[src/rtl/service_alarm_multi_set_pkg.sv]
`default_nettype none
// ============================================================================
// Module      : service_alarm_multi_set_pkg
// Description : Shared definitions for the multi-slot alarm setting service.
//               Contains the controller state encoding, the cursor digit
//               positions, the BCD limit of each digit and a helper that
//               returns the limit of the digit under the cursor.
// Revision    : 1.0 - initial release
// ============================================================================
package service_alarm_multi_set_pkg;

  typedef enum logic [1:0] {
    ST_IDLE   = 2'd0,
    ST_EDIT   = 2'd1,
    ST_COMMIT = 2'd2
  } state_t;

  // Digit limits of a 24-hour HH:MM value
  localparam logic [3:0] HT_MAX    = 4'd2;
  localparam logic [3:0] HO_MAX    = 4'd9;
  localparam logic [3:0] HO_MAX_20 = 4'd3;  // hours ones when hours tens is 2
  localparam logic [3:0] MT_MAX    = 4'd5;
  localparam logic [3:0] MO_MAX    = 4'd9;

  // Cursor positions; the value is also the nibble index inside {Ht,Ho,Mt,Mo}
  localparam logic [1:0] CUR_HT = 2'd3;
  localparam logic [1:0] CUR_HO = 2'd2;
  localparam logic [1:0] CUR_MT = 2'd1;
  localparam logic [1:0] CUR_MO = 2'd0;

  // Largest legal value of the digit at 'cursor' given the current hours tens
  function automatic logic [3:0] digit_max(input logic [1:0] cursor,
                                           input logic [3:0] ht);
    logic [3:0] m;
    case (cursor)
      CUR_HT:  m = HT_MAX;
      CUR_HO:  m = (ht == HT_MAX) ? HO_MAX_20 : HO_MAX;
      CUR_MT:  m = MT_MAX;
      CUR_MO:  m = MO_MAX;
      default: m = MO_MAX;
    endcase
    return m;
  endfunction

endpackage
`default_nettype wire

[src/rtl/bcd_digit_step.sv]
`default_nettype none
// ============================================================================
// Module      : bcd_digit_step
// Description : Combinational up/down step of one BCD digit with wrap-around
//               between 0 and a programmable maximum.
// Ports       : digit - current digit value
//               max   - largest legal value of this digit
//               up    - increment request
//               down  - decrement request (up and down together: no change)
//               next  - resulting digit
// Revision    : 1.0 - initial release
// ============================================================================
module bcd_digit_step (
  input  logic [3:0] digit,
  input  logic [3:0] max,
  input  logic       up,
  input  logic       down,
  output logic [3:0] next
);

  always_comb begin
    next = digit;
    if (up && !down) begin
      next = (digit >= max) ? 4'd0 : digit + 4'd1;
    end else if (down && !up) begin
      // An out-of-range digit is pulled back to the maximum on a decrement
      next = (digit == 4'd0 || digit > max) ? max : digit - 4'd1;
    end
  end

endmodule
`default_nettype wire

[src/rtl/service_alarm_multi_set.sv]
`default_nettype none
// ============================================================================
// Module      : service_alarm_multi_set
// Description : NUM_ALARMS-slot BCD HH:MM alarm store with cursor-based
//               digit editing and a rising-edge match detector.
// Ports       : clk, reset      - clock, synchronous active-high reset
//               spdt            - edit switch (rise enters edit, fall commits)
//               push_u/d/l/r    - digit up/down, cursor left/right
//               push_c          - toggle enable of slot_sel while idle
//               slot_sel        - slot to edit/view
//               set_time        - running time {Ht,Ho,Mt,Mo}
//               an              - active-low cursor indicator (blinking)
//               num             - edit buffer while editing, else set_time
//               alarm           - stored value of slot_sel
//               alarm_en        - per-slot enable bits
//               finish          - one-cycle commit pulse
//               alarm_hit       - one-cycle pulse on a new match
//               hit_slot        - lowest matching slot, valid with alarm_hit
// Revision    : 1.0 - initial release
// ============================================================================
module service_alarm_multi_set
  import service_alarm_multi_set_pkg::*;
#(
  parameter int NUM_ALARMS = 4,
  parameter int SLOT_W     = (NUM_ALARMS > 1) ? $clog2(NUM_ALARMS) : 1,
  parameter int BLINK_CYC  = 25_000_000
) (
  input  logic                  clk,
  input  logic                  reset,
  input  logic                  spdt,
  input  logic                  push_u,
  input  logic                  push_d,
  input  logic                  push_l,
  input  logic                  push_r,
  input  logic                  push_c,
  input  logic [SLOT_W-1:0]     slot_sel,
  input  logic [15:0]           set_time,
  output logic [3:0]            an,
  output logic [15:0]           num,
  output logic [15:0]           alarm,
  output logic [NUM_ALARMS-1:0] alarm_en,
  output logic                  finish,
  output logic                  alarm_hit,
  output logic [SLOT_W-1:0]     hit_slot
);

  localparam int               CNT_W    = $clog2(BLINK_CYC) + 1;
  localparam logic [CNT_W-1:0] CNT_LAST = CNT_W'(BLINK_CYC - 1);

  state_t                r_state, w_state_nxt;
  logic                  r_spdt_q, r_pend;
  logic                  w_rise, w_fall;
  logic [SLOT_W-1:0]     r_edit_slot;
  logic [15:0]           r_buf;
  logic [1:0]            r_cursor;
  logic [CNT_W-1:0]      r_blink_cnt;
  logic                  r_blink_on;
  logic [15:0]           r_slot [NUM_ALARMS];
  logic [NUM_ALARMS-1:0] r_en;
  logic [15:0]           w_sel_val, w_buf_edit;
  logic [3:0]            w_digit, w_max, w_next;
  logic [NUM_ALARMS-1:0] w_match;
  logic [SLOT_W-1:0]     w_low;
  logic                  r_match_any, r_hit;
  logic [SLOT_W-1:0]     r_hit_slot;

  assign w_rise = spdt & ~r_spdt_q;
  assign w_fall = ~spdt & r_spdt_q;

  // Slot read; an index beyond NUM_ALARMS reads as zero
  always_comb begin
    w_sel_val = 16'h0000;
    for (int i = 0; i < NUM_ALARMS; i++) begin
      if (SLOT_W'(i) == slot_sel) w_sel_val = r_slot[i];
    end
  end

  // Single digit stepper shared by all four positions through the cursor mux
  assign w_digit = r_buf[{r_cursor, 2'b00} +: 4];
  assign w_max   = digit_max(r_cursor, r_buf[15:12]);

  bcd_digit_step u_step (
    .digit (w_digit),
    .max   (w_max),
    .up    (push_u),
    .down  (push_d),
    .next  (w_next)
  );

  always_comb begin
    w_buf_edit = r_buf;
    w_buf_edit[{r_cursor, 2'b00} +: 4] = w_next;
    // Moving hours tens to 2 must keep the hour legal (20..23)
    if (r_cursor == CUR_HT && w_next == HT_MAX && r_buf[11:8] > HO_MAX_20) begin
      w_buf_edit[11:8] = HO_MAX_20;
    end
  end

  // ---------------------------------------------------------------- FSM
  always_ff @(posedge clk) begin
    if (reset) r_state <= ST_IDLE;
    else       r_state <= w_state_nxt;
  end

  always_comb begin
    w_state_nxt = r_state;
    finish      = 1'b0;
    an          = 4'b1111;
    num         = set_time;
    case (r_state)
      ST_IDLE: begin
        if (w_rise || r_pend) w_state_nxt = ST_EDIT;
      end
      ST_EDIT: begin
        num = r_buf;
        if (r_blink_on) an = ~(4'b0001 << r_cursor);
        if (w_fall) w_state_nxt = ST_COMMIT;
      end
      ST_COMMIT: begin
        num         = r_buf;
        finish      = 1'b1;
        w_state_nxt = ST_IDLE;
      end
      default: w_state_nxt = ST_IDLE;
    endcase
  end

  // ---------------------------------------------------------- datapath
  always_ff @(posedge clk) begin
    if (reset) begin
      r_spdt_q    <= 1'b0;
      r_pend      <= 1'b0;
      r_edit_slot <= '0;
      r_buf       <= 16'h0000;
      r_cursor    <= CUR_HT;
      r_blink_cnt <= '0;
      r_blink_on  <= 1'b1;
      r_en        <= '0;
      for (int i = 0; i < NUM_ALARMS; i++) r_slot[i] <= 16'h0000;
    end else begin
      r_spdt_q <= spdt;
      case (r_state)
        ST_IDLE: begin
          r_pend <= 1'b0;
          if (w_rise || r_pend) begin
            r_edit_slot <= slot_sel;
            r_buf       <= w_sel_val;
            r_cursor    <= CUR_HT;
            r_blink_cnt <= '0;
            r_blink_on  <= 1'b1;
          end
          if (push_c) begin
            for (int i = 0; i < NUM_ALARMS; i++) begin
              if (SLOT_W'(i) == slot_sel) r_en[i] <= ~r_en[i];
            end
          end
        end
        ST_EDIT: begin
          if (r_blink_cnt == CNT_LAST) begin
            r_blink_cnt <= '0;
            r_blink_on  <= ~r_blink_on;
          end else begin
            r_blink_cnt <= r_blink_cnt + CNT_W'(1);
          end
          // Value change uses the old cursor; the move lands afterwards
          if (!w_fall) begin
            r_buf <= w_buf_edit;
            if (push_l && !push_r)      r_cursor <= r_cursor + 2'd1;
            else if (push_r && !push_l) r_cursor <= r_cursor - 2'd1;
          end
        end
        ST_COMMIT: begin
          // spdt_q is low here, so any high spdt is a fresh rise to replay
          r_pend <= w_rise;
          for (int i = 0; i < NUM_ALARMS; i++) begin
            if (SLOT_W'(i) == r_edit_slot) begin
              r_slot[i] <= r_buf;
              r_en[i]   <= 1'b1;
            end
          end
        end
        default: r_pend <= 1'b0;
      endcase
    end
  end

  // ------------------------------------------------------------- match
  always_comb begin
    for (int i = 0; i < NUM_ALARMS; i++) begin
      w_match[i] = r_en[i] && (r_slot[i] == set_time);
    end
  end

  always_comb begin
    w_low = '0;
    for (int i = NUM_ALARMS - 1; i >= 0; i--) begin
      if (w_match[i]) w_low = SLOT_W'(i);
    end
  end

  always_ff @(posedge clk) begin
    if (reset) begin
      r_match_any <= 1'b0;
      r_hit       <= 1'b0;
      r_hit_slot  <= '0;
    end else begin
      r_match_any <= |w_match;
      r_hit       <= (|w_match) & ~r_match_any;
      if ((|w_match) && !r_match_any) r_hit_slot <= w_low;
    end
  end

  assign alarm     = w_sel_val;
  assign alarm_en  = r_en;
  assign alarm_hit = r_hit;
  assign hit_slot  = r_hit_slot;

endmodule
`default_nettype wire

[config.mk]
export PLATFORM = sky130hd
export DESIGN_NAME = service_alarm_multi_set
export DESIGN_NICKNAME = d
export VERILOG_FILES = /design/src/rtl/service_alarm_multi_set_pkg.sv /design/src/rtl/bcd_digit_step.sv /design/src/rtl/service_alarm_multi_set.sv
export SDC_FILE = /design/constraint.sdc
export NUM_CORES = 1
export LEC_CHECK = 0
export ABC_AREA = 0
export ABC_CLOCK_PERIOD_IN_PS = 3700
export CORE_MARGIN = 8
export CORE_UTILIZATION = 34
export CTS_CLUSTER_SIZE = 28
export DETAILED_ROUTE_END_ITERATION = 7
export SKIP_CTS_REPAIR_TIMING = 1
export SLEW_MARGIN = 10
export SYNTH_ARGS = -nofsm -noshare
export SYNTH_HDL_FRONTEND = slang
export SYNTH_SLANG_ARGS = --single-unit
[constraint.sdc]
create_clock -name clk -period 3.7 [get_ports clk]
set_clock_uncertainty 0.05 [all_clocks]
set_input_delay 0.37 -clock clk [delete_from_list [all_inputs] [get_ports clk]]
set_output_delay 0.37 -clock clk [all_outputs]
set_load 0.01 [all_outputs]
==> metrics.md <==
| Metric | Value |
|---|---|
| FF+latch area | just over 0.003 mm^2 |
| Antenna violations before repair | 0 |
| Routed wl met3 | 1.46 mm |
| Number of antenna diodes | 0 |
| DR vias | between 6000 and 7000 |
| Hold EP | r_blink_cnt[0]$_SDFFE_PP0P_ |
| Vias per cell | 5.40 |
| Most used DFF post-synth | edfxtp_1 |
| Most frequent cells in the layout | xnor2_1, nor2_1, and2_1, clkdlybuf4s50_1, edfxtp_1 |
| GR Overflow Total | 0 |
| Fillers | 2080 |
| Crit path max-delay family | compound AO/OA/AOI/OAI gates |
| Internal Power | around 2.8 mW |
| Post-synth EDFFs | 64 |
| Multi-input combinational cell area | between 0.004 and 0.005 mm^2 |
| Critical Path RT | roughly 4 ns |
| Finish-stage setup viols | 0 |
| Max-slew headroom | 42.2% |
| Clock transition at path regs | approximately 0.060 ns |
| Sw Share | ~32% |
| Ys Warns | 0 |
| Die Ht | about 160 um |
| R2R Setup Slk | about 0.20 ns |
| Peak VDD IR | roughly 300 uV |
| Top Metal Used | met4 |
| Final ANT Viol Nets | 0 |
| Final net count | 875 |
| Largest net degree at the start of global routing | 32 |
| Sequential Power Share | 37.5% |
| Synth-to-layout area growth | 23.6% |
| Most common cell after layout, fill and taps aside | xnor2_1 |
| Clk pwr share | 38.9% |
| Max Freq | 0.286 GHz |
| Initial DRC count | between 400 and 500 |
| TritonCTS clock tree | yes |
| R2R Path End | r_buf[9]$_SDFFE_PP0P_ |
| RR Startpoint | r_cursor[1]$_SDFFE_PP1P_ |
| DR WL/cell | approximately 19 um |
| PortBufs | 69 |
| Area of the core | 0.0216 mm^2 |
| Hold Startpoint | reset |
| Seq cells post-synth | around 120 |
| Vias in the first global route | between 5000 and 6000 |
| Cell Area, Synth | 0.00743 mm^2 |
| Slowest cell on crit path | dfxtp_1 |
| Pins Over Slew Limit | 0 |
| Die width | 164 um |
| Critical-path cell list | buf_4 > mux4_2 > ha_1 > a21o_1 > a221o_1 > or4_1 > and3_1 > o2111a_2 > a2111oi_1 > a211oi_1 |
| Mapped Cells | ~750 |
| Arrival @ worst endpoint | approximately 3.7 ns |
| Dpl ws | 0.132 ns |
| Post-DP HPWL | 15.9 mm |
| Worst-Skew Late Latency | around 0.42 ns |
| CP Launch Type | flip-flop |
| Combinational fraction of design power | 23.6% |
| CP Capture Type | flip-flop |
| Max_cap viols | 0 |
| Syn Area/Cell | 9.93 um^2 |
| Fin. Hold Viols | 0 |
| Hold Crit Depth | 2 |
| Register-to-Register Path Depth | 10 |
| PD cells | approximately 460 mW/mm^2 |
| Slowest Stage Delay on Critical Path | 0.52 ns |
| Share of layout cells above drive strength 1 | between 10 and 15% |
| WL met2 | 9.95 mm |
| Sequential fraction of the synthesis area | 41.8% |
| Outcome | finished clean |
| Tcrit/Tclk final | 94.6% |
| Net count after synthesis | 792 |
| Worst hold path type | input port to flip-flop |
| PnR worst setup slack | 0.200 ns |
| Clock buffer depth | 2 |
| First-pass GRT wire length | 34.1 mm |
| Clk sinks | about 120 |
| Routed WL | 21.9 mm |
| RSZ-0062 raised after global routing | no |
| Worst Path Class, Setup | flip-flop to flip-flop |
| Final core occ | 42.5% |
| Die area | 0.0268 mm^2 |
| Cell leakage power | 3.27 nW |
| Root Driver | clkbuf_16 |
| P_sw | 1.35 mW |
| Buf/Inv on CP | 1 |
| Rows | 54 |
| Starting Density | about 34% |
| Total GRT Usage | 16.5% |
| Synth unique cells | 69 |
| Total power | 4.19 mW |
| Minimum clock period | 3.50 ns |
| Setup TNS | 0 ns |
| H-tree levels | 4 |
| # DRC | 0 |
| Asr flop ratio synth | 0% |
| WL met1 | 9.90 mm |
| First-pass DRT Iterations | 5 |
| IO Count | 70 |
| Least-Margin Pin Slew | around 0.85 ns |
| Placer congestion estimate | 0.851 |
| Inserted Clock Buffers | 17 |
| Critical path fanouts, max | 8 |
[stage by stage]
step	area [um^2]	instances	hold WS, ns
global route	9190	1124	0.399
CTS	9160	1124	0.373
finish	9190	1124	0.385
global placement	8590	1092	0.421
detailed placement	8590	1092	0.425
floorplan	7430	748	0.395
[area by class of cell]
type | count | share of cell area, %
tap | 280 | 3.81
timing repair buffer | 111 | 10.9
sequential | 123 | 33.8
clock inverter | 15 | 1.63
clock buffer | 17 | 4.63
inverter | 23 | 0.940
multi-input combinational | 555 | 44.3
[synth_stat cells (6+ instances only)]
cell | count | area share (%)
a211oi_1 | 24 | 2.4
nor4_1 | 6 | 0.51
mux2i_1 | 8 | 1.1
ha_1 | 18 | 3.0
nand4_1 | 20 | 1.7
edfxtp_1 | 64 | 26
nor3_1 | 12 | 0.81
and3_1 | 7 | 0.59
nand2_1 | 40 | 2.0
xor2_1 | 11 | 1.3
inv_1 | 21 | 1.1
mux4_2 | 20 | 6.1
and2_1 | 68 | 5.7
a21oi_1 | 26 | 1.8
xnor2_1 | 71 | 8.4
nor2b_1 | 7 | 0.59
nor2_1 | 69 | 3.5
o21ai_0 | 16 | 1.1
nand3_1 | 27 | 1.8
nand2b_1 | 13 | 1.1
dfxtp_1 | 59 | 16
mux2_2 | 18 | 2.7
buf_1 | 6 | 0.30
clkbuf_1 | 38 | 1.9
a22oi_1 | 13 | 1.3
[flip-flops by register name, indices dropped and copies added, names as in the netlist]
register     flops
r_state          2
r_blink_on       1
r_blink_cnt     26
r_edit_slot      2
r_slot          64
r_cursor         2
r_pend           1
hit_slot         2
alarm_hit        1
r_buf           16
alarm_en         4
r_match_any      1
r_spdt_q         1
[logic make-up (layout without fill, tap and decap cells)]
kind of cell	Yosys count	after routing	share of synthesized area (%)
AND/OR/NAND/NOR	289	289	20.5
XOR/XNOR	82	82	9.67
multiplexers	46	46	9.87
AO/OA/AOI/OAI	119	119	11.2
buffers and inverters	70	166	3.79
flip-flops	123	123	41.8
adder cells (fa/ha/maj)	19	19	3.17
[worst max-delay path by stage]
stage               cells past startpoint                     to                startpoint  slack [ns]
global route                           10  r_buf[9]$_SDFFE_PP0P_  r_cursor[1]$_SDFFE_PP1P_        0.03
CTS                                    12  r_buf[9]$_SDFFE_PP0P_    r_buf[12]$_SDFFE_PP0P_        0.11
detailed placement                     12  r_buf[9]$_SDFFE_PP0P_    r_buf[12]$_SDFFE_PP0P_        0.13
floorplan                              15  r_buf[9]$_SDFFE_PP0P_  r_cursor[0]$_SDFFE_PP1P_        0.15
finish                                 10  r_buf[9]$_SDFFE_PP0P_  r_cursor[1]$_SDFFE_PP1P_        0.20
global placement                       12  r_buf[9]$_SDFFE_PP0P_    r_buf[12]$_SDFFE_PP0P_        0.17
[metal layers]
layer	vias to the layer above	GRT usage, %
li1	2876	-
met1	2913	22.5
met2	238	25.4
met3	42	3.31
met4	0	6.45
met5	-	0
[power groups by stage]
stage / sequential, mW / clock [mW] / combinational [mW]
5_1_grt: 1.58 / 1.71 / 1.07
3_3_place_gp: 1.60 / 0 / 0.970
4_1_cts: 1.57 / 1.65 / 0.975
6_report: 1.57 / 1.63 / 0.986
2_1_floorplan: 1.59 / 0 / 0.580
3_5_place_dp: 1.60 / 0 / 0.968
Power figures use the tool's default switching activity.
